### src/rtl/iter_divider_pkg.sv
// Shared types and widths for the iterative divider.
// Imported by the divider top and its helpers.
package iter_divider_pkg;
   localparam int DATA_W = 32;

   typedef enum logic [1:0] {
      S_IDLE = 2'd0,
      S_CALC = 2'd1,
      S_FIX  = 2'd2
   } state_t;
endpackage

### src/rtl/neg_abs.sv
// Conditional two's-complement negate.
// Used for operand magnitude and result sign restore.
module neg_abs #(
   parameter int W = 32
) (
   input  logic [W-1:0] in,
   input  logic         neg_en,
   output logic [W-1:0] out
);
   assign out = neg_en ? (W'(0) - in) : in;
endmodule

### src/rtl/iter_divider.sv
// Restoring DIV/DIVU unit, one quotient bit per clock.
// LO takes the quotient, HI the remainder.
module iter_divider
   import iter_divider_pkg::*;
#(
   parameter int WIDTH = DATA_W
) (
   input  logic             clk,
   input  logic             rst_n,
   input  logic             start,
   input  logic             sign_mode,
   input  logic [WIDTH-1:0] dividend,
   input  logic [WIDTH-1:0] divisor,
   output logic             busy,
   output logic             done,
   output logic [WIDTH-1:0] quotient,
   output logic [WIDTH-1:0] remainder,
   output logic             div_by_zero
);
   localparam int CW = $clog2(WIDTH);
   localparam logic [CW-1:0] LAST = CW'(WIDTH - 1);

   state_t state, nstate;
   logic [CW-1:0] cnt;
   logic [WIDTH-1:0] q, rem, dvs;
   logic [WIDTH-1:0] a_abs, b_abs, q_fix, r_fix;
   logic [WIDTH:0] sh, diff;
   logic a_neg, b_neg;
   logic qneg, rneg, dz;

   assign a_neg = sign_mode & dividend[WIDTH-1];
   assign b_neg = sign_mode & divisor[WIDTH-1];

   neg_abs #(.W(WIDTH)) u_abs_a (
      .in(dividend), .neg_en(a_neg), .out(a_abs)
   );
   neg_abs #(.W(WIDTH)) u_abs_b (
      .in(divisor), .neg_en(b_neg), .out(b_abs)
   );
   neg_abs #(.W(WIDTH)) u_fix_q (
      .in(q), .neg_en(qneg), .out(q_fix)
   );
   neg_abs #(.W(WIDTH)) u_fix_r (
      .in(rem), .neg_en(rneg), .out(r_fix)
   );

   // Extra top bit keeps the borrow when rem has its MSB set
   assign sh   = {rem, q[WIDTH-1]};
   assign diff = sh - {1'b0, dvs};

   assign busy = (state != S_IDLE);

   always_ff @(posedge clk or negedge rst_n) begin
      if (!rst_n) state <= S_IDLE;
      else        state <= nstate;
   end

   always_comb begin
      nstate = state;
      unique case (state)
         S_IDLE: if (start) nstate = S_CALC;
         S_CALC: if (cnt == LAST) nstate = S_FIX;
         S_FIX:  nstate = S_IDLE;
         default: nstate = S_IDLE;
      endcase
   end

   always_ff @(posedge clk or negedge rst_n) begin
      if (!rst_n) begin
         cnt         <= '0;
         q           <= '0;
         rem         <= '0;
         dvs         <= '0;
         qneg        <= 1'b0;
         rneg        <= 1'b0;
         dz          <= 1'b0;
         done        <= 1'b0;
         quotient    <= '0;
         remainder   <= '0;
         div_by_zero <= 1'b0;
      end else begin
         done <= 1'b0;
         unique case (state)
            S_IDLE: begin
               if (start) begin
                  q    <= a_abs;
                  dvs  <= b_abs;
                  rem  <= '0;
                  cnt  <= '0;
                  qneg <= a_neg ^ b_neg;
                  rneg <= a_neg;
                  dz   <= (divisor == '0);
               end
            end
            S_CALC: begin
               cnt <= cnt + CW'(1);
               q   <= {q[WIDTH-2:0], ~diff[WIDTH]};
               rem <= diff[WIDTH] ? sh[WIDTH-1:0]
                                  : diff[WIDTH-1:0];
            end
            S_FIX: begin
               // A zero divisor leaves rem = |dividend|, so r_fix
               // restores the original dividend; only q is overridden.
               quotient    <= dz ? '1 : q_fix;
               remainder   <= r_fix;
               div_by_zero <= dz;
               done        <= 1'b1;
               cnt         <= '0;
            end
            default: ;
         endcase
      end
   end
endmodule

### config.mk
export PLATFORM = sky130hd
export DESIGN_NAME = iter_divider
export DESIGN_NICKNAME = d
export VERILOG_FILES = /design/src/rtl/iter_divider_pkg.sv /design/src/rtl/neg_abs.sv /design/src/rtl/iter_divider.sv
export SDC_FILE = /design/constraint.sdc
export NUM_CORES = 1
export LEC_CHECK = 0
export CORE_MARGIN = 2
export CORE_UTILIZATION = 51
export CTS_CLUSTER_DIAMETER = 200
export DETAILED_ROUTE_END_ITERATION = 7
export PLACE_DENSITY = 0.87
export SKIP_LAST_GASP = 1
export SYNTH_ARGS = -nofsm -noshare
export SYNTH_HDL_FRONTEND = slang
export SYNTH_SLANG_ARGS = --single-unit
### constraint.sdc
create_clock -name clk -period 3.2 [get_ports clk]
set_input_delay 0.64 -clock clk [delete_from_list [all_inputs] [get_ports clk]]
set_output_delay 0.64 -clock clk [all_outputs]
set_load 0.02 [all_outputs]
# == After elaboration in Yosys (flattened, before gate mapping) ==
# Cells that the tools add are included.
# op_classes
add_sub_neg,6
eq_ne,5
mux,16
n_bitwise,4
reduce_logical,9
# ops
cell,count
two-way mux 32 bit,8
one-hot mux 32 bit (2 select lines),2
subtractor 1 x 32 -> 32 bit (first input constant),4
subtractor 33 x 32 -> 33 bit,1
zero test 32 bit,1
one-hot mux 5 bit (3 select lines),1
AND reduction 2 bit,4
adder 5 x 1 -> 5 bit (second input constant),1
== test 5 bit (second input constant),1
two-way mux 5 bit,1
two-way mux 2 bit,2
inequality test 2 bit (second input constant),2
one-hot mux 2 bit (2 select lines),1
nonzero test 2 bit,2
nonzero test 3 bit,1
bitwise AND 1 bit,2
== test 2 x 1 -> 1 bit (second input constant),1
== test 2 bit (second input constant),1
zero test 2 bit,1
two-way mux 1 bit,1
NOT 1 bit,1
bitwise XOR 1 bit,1
# totals
ff_bits,172
inputBits,68
output_inout_bits,67
wordCells,52

# == Logic depth before layout (Yosys ltp) ==
# depth
ltp_word,4
mapped_depth,13
depth_no_buf,12

# == By module ==
# Synthesis repeated with hierarchy kept, for this count alone.
# hier_totals
cells_unflattened,1488
area_unflattened_um2,12127.9
# by_module_without_submodules
module,n_inst,cells_per_inst,area_each_um2,seq_area_each_um2
iter_divider,1,1056,9059.9,4304.1
neg_abs,4,108,767.0,0.0

# == Least setup slack after synthesis ==
# No wires, ideal clock.
# synth_path
path_type,register to register
from,reg rem[1]
to,reg rem[10]
setup_time_ps,133
t_arrival_ps,3387
t_required_ps,3067
setup_slack_ps,-320
path_stages_with_launch,12
n_path_buf,1
synth_period_minus_slack_ps,3520
path_cell_list,dfrtp_1 ha_1 nor2b_1 o31a_1 o21ai_0 o21ai_0 and3_1 a221o_1 xor2_1 buf_2 mux2i_1 o21ai_0
# synth_via
elab_chain_cells,3
# synth_rtl
element,line_no,text
from (decl),iter_divider.sv:25,"logic [WIDTH-1:0] q, rem, dvs;"
from (signal assigned),iter_divider.sv:98,rem <= diff[WIDTH] ? sh[WIDTH-1:0]
subtractor 33 x 32 -> 33 bit,iter_divider.sv:49,"assign diff = sh - {1'b0, dvs};"
two-way mux 32 bit,iter_divider.sv:98,
one-hot mux 32 bit (2 select lines),iter_divider.sv:83,unique case (state)
# No other way between the ends.
# A chain may end at the register's enable or synchronous reset.

# == Worst setup path in the final report ==
# layout_path
from,reg rem[8]
to,reg remainder[26]
# layout_via
elab_chain_cells,2
# layout_rtl
element,line_no,text
subtractor 1 x 32 -> 32 bit,neg_abs.sv:10,assign out = neg_en ? (W'(0) - in) : in;
two-way mux 32 bit,neg_abs.sv:10,
to (signal assigned),iter_divider.sv:105,remainder <= r_fix;
to (decl),iter_divider.sv:17,"output logic [WIDTH-1:0] remainder,"
# No other way between the ends.

==> results_dict.tcl <==
set metrics [dict create \
    status "finished with violations" \
    violations "setup timing" \
    crit_required_ps 3510 \
    drt_pass1_iterations 5 \
    power_w 0.0168 \
    syn_inst 1303 \
    clock.fmax_mhz 303 \
    die_w_microns 151 \
    start_util 0.523 \
    pwr-share-comb 0.636 \
    crit_top_cell "or3_4" \
    synth_top_area_cell "dfrtp_1" \
    grtUsageTotal 0.279 \
    cts_hold_buf 0 \
    htree_num_levels 4 \
    power.switching_w 0.00777 \
    die_h_microns 151 \
    period_share 1.03 \
    netlist.area_leader.share 0.389 \
    avgSynthCellArea_sq_um 8.49 \
    synth_edf_count 0 \
    placed_cells 1762 \
    p_seq_frac 0.234 \
    ys_types 67 \
    worst_pin_slew_ps 940 \
    critPathLaunchType "flop" \
    end_kind "flop" \
    cts_buffer_depth 2 \
    relSlewSlack 0.373 \
    postSynth.asyncResetShare 1.00 \
    row_count 53 \
    critPathArrivalTime_ps 3610 \
    hp-class "primary input to asynchronous set/reset pin" \
    synth.cell_area_sq_mm 0.0111 \
    drt_iter0_markers 909 \
    rsz0062_at_grt "yes" \
    cts_tree "yes" \
    vdd_ir_drop_max_v 0.000691 \
    final_max_slew_viol_count 0 \
    grt_max_degree 72 \
    netlist_top_cells_count "o21ai_0, nand2_1, dfrtp_1" \
    n_fill_cell 1540 \
    clock_latency_ps 450 \
    synth_ff_type "dfrtp_1" \
    switching_share 0.463 \
    hold_violations 0 \
    ys_top_cells_by_area "dfrtp_1, o21ai_0, xor2_1, nand2_1, xnor2_1" \
    root_buffer "clkbuf_16" \
    setup.worst_path.class "flop to flop" \
    routed_wl_microns 32300 \
    antenna_found_initial 0 \
    path_buf_inv 0 \
    area.growth.synth_to_final_pct 29.8 \
    grt_pass1_vias 10100 \
    fin_skew_ps 12.5 \
    setup_violations 5 \
    seq_area_frac_synth 0.389 \
    syn-num-nets 1410 \
    fin_cells 1800 \
    grt_first_pass_wirelength_microns 50500 \
    cap_viol_max_count 0 \
    dp_hpwl_microns 23300 \
    io_pins 135 \
    drcViolationCount 0 \
    num_vias 10700 \
    die-area_sq_mm 0.0229 \
    yosys_warnings 0 \
    power_density_mw_per_mm2 1170 \
    ant_nets 0 \
    layout_setup_ws_ps -95.7 \
    via_per_inst 5.94 \
    p_int_w 0.00901 \
    num_antenna_cells 0 \
    nNetsFinal 1619 \
    port_buffers 134 \
    cts_sinks 172 \
    synth-seq-cells 172 \
    p_clk_frac 0.130 \
    slowest_stage "or4_4" \
    cts-buffers-inserted 17 \
    fin_crit_ps 3300 \
    crit_family "simple AND/OR/NAND/NOR gates" \
    slowest_delay_ps 530 \
    gp_congestion 0.970 \
    path_cells "or4_4 > or3_4 > or3_4 > or4_4 > or2_4 > or3_4 > o41ai_4 > xor2_1 > o21ai_1" \
    wl_per_cell_microns 18.0 \
    leakage_nw 6.15 \
    clk_pin_slew_ps 70 \
    core-area_sq_mm 0.0212 \
    cp_max_fo 4 \
    layout-drive-gt1-share 0.130 \
    synthMostInstantiatedCell "o21ai_0" \
    overflow 0 \
]
-- routing by layer --
metal | global-route usage | wire (microns) | vias to the layer above
li1 | - | - | 5040
met1 | 0.384 | 13600 | 5106
met2 | 0.448 | 15300 | 482
met3 | 0.0524 | 2690 | 70
met4 | 0.0897 | 730 | 0
met5 | 0 | 0 | -
-- power by group through the flow --
stage | Sequential [W] | Clock, W | Combinational [W]
floorplan | 0.00386 | 0 | 0.00626
global placement | 0.00383 | 0 | 0.00922
detailed placement | 0.00389 | 0 | 0.00957
CTS | 0.00387 | 0.00219 | 0.00970
global route | 0.00402 | 0.00229 | 0.0115
finish | 0.00393 | 0.00218 | 0.0107
-- area by class of cell --
type | instances | area [sq um] | area share
multi-input cells | 1011 | 6520 | 0.454
flip-flops and latches | 172 | 4300 | 0.300
repair buffers | 255 | 2360 | 0.164
clock buffers | 17 | 425 | 0.0296
well taps | 275 | 344 | 0.0240
inverters | 55 | 206 | 0.0144
clock inverters | 15 | 205 | 0.0143
-- cells in the final DEF, fill, tap and decap left out, drive strengths merged, types with 4 or more instances in the layout --
| cell | Yosys | routed |
|---|---|---|
| a22oi | 27 | 27 |
| or2 | 4 | 4 |
| o31ai | 24 | 24 |
| clkbuf | 59 | 19 |
| nand2b | 8 | 8 |
| ha | 38 | 38 |
| nor4 | 10 | 10 |
| nor2 | 89 | 89 |
| nor2b | 6 | 6 |
| nor3b | 5 | 5 |
| a32oi | 7 | 7 |
| inv | 55 | 59 |
| and2 | 7 | 7 |
| a21o | 10 | 10 |
| xor2 | 85 | 85 |
| and3 | 6 | 6 |
| xnor2 | 62 | 62 |
| nand3 | 17 | 17 |
| nand2 | 177 | 177 |
| o211ai | 5 | 5 |
| nor3 | 25 | 25 |
| buf | 6 | 120 |
| clkdlybuf4s50 | 0 | 133 |
| o21a | 8 | 8 |
| clkinv | 0 | 8 |
| a21oi | 82 | 82 |
| o21ai | 188 | 188 |
| mux2i | 28 | 28 |
| dfrtp | 172 | 172 |
| nand3b | 4 | 4 |
| or4 | 12 | 12 |
| o41ai | 15 | 15 |
| nand4 | 8 | 8 |
| a31oi | 8 | 8 |
| or3 | 13 | 13 |
-- final timing paths --
check                                     startpoint                        end  slack, ps  depth (start not counted)
setup / recovery                  rem[8]$_DFFE_PN0P_  remainder[26]$_DFFE_PN0P_       -100                          9
hold / removal                                 rst_n         dvs[9]$_DFFE_PN0P_        120                          1
setup reg to reg                  rem[8]$_DFFE_PN0P_  remainder[26]$_DFFE_PN0P_       -100                          9
hold reg to reg            remainder[19]$_DFFE_PN0P_  remainder[19]$_DFFE_PN0P_        480                          2
max in group asynchronous                      rst_n   quotient[24]$_DFFE_PN0P_       2320                          2
min in group clk           remainder[19]$_DFFE_PN0P_  remainder[19]$_DFFE_PN0P_        480                          2
-- sequential cells by signal, indices dropped and copies added, names as in the netlist --
name / flops
rem: 32
q: 32
cnt: 5
dz: 1
remainder: 32
div_by_zero: 1
done: 1
state: 2
dvs: 32
rneg: 1
qneg: 1
quotient: 32
-- kinds of logic after synthesis --
| group | synth area share |
|---|---|
| AOI/OAI and AO/OA | 0.220 |
| and+or+nand+nor | 0.163 |
| DFF | 0.389 |
| xor gates and xnor gates | 0.116 |
| buffers and inverters | 0.0411 |
| adders and majority gates | 0.0448 |
| muxes | 0.0253 |
-- metrics by stage --
stage	TNS, ps	instance area (sq um)	hold WS, ps	utilization	setup slack, ps
5_1_grt	-945	14400	169	0.679	-158
4_1_cts	-571	14100	156	0.668	-87.3
3_5_place_dp	-1490	13500	469	0.637	-247
3_3_place_gp	-603	13500	461	0.637	-127
6_report	-281	14400	122	0.679	-95.7
2_1_floorplan	-127	11100	344	-	-50.8
-- what timing repair did --
item	in CTS	in global routing
endpoints found under the setup margin	4	43
resized for setup	4	35
buffers inserted	2	4
pin swaps	4	10
gates cloned	0	3
Power figures use the tool's default switching activity.
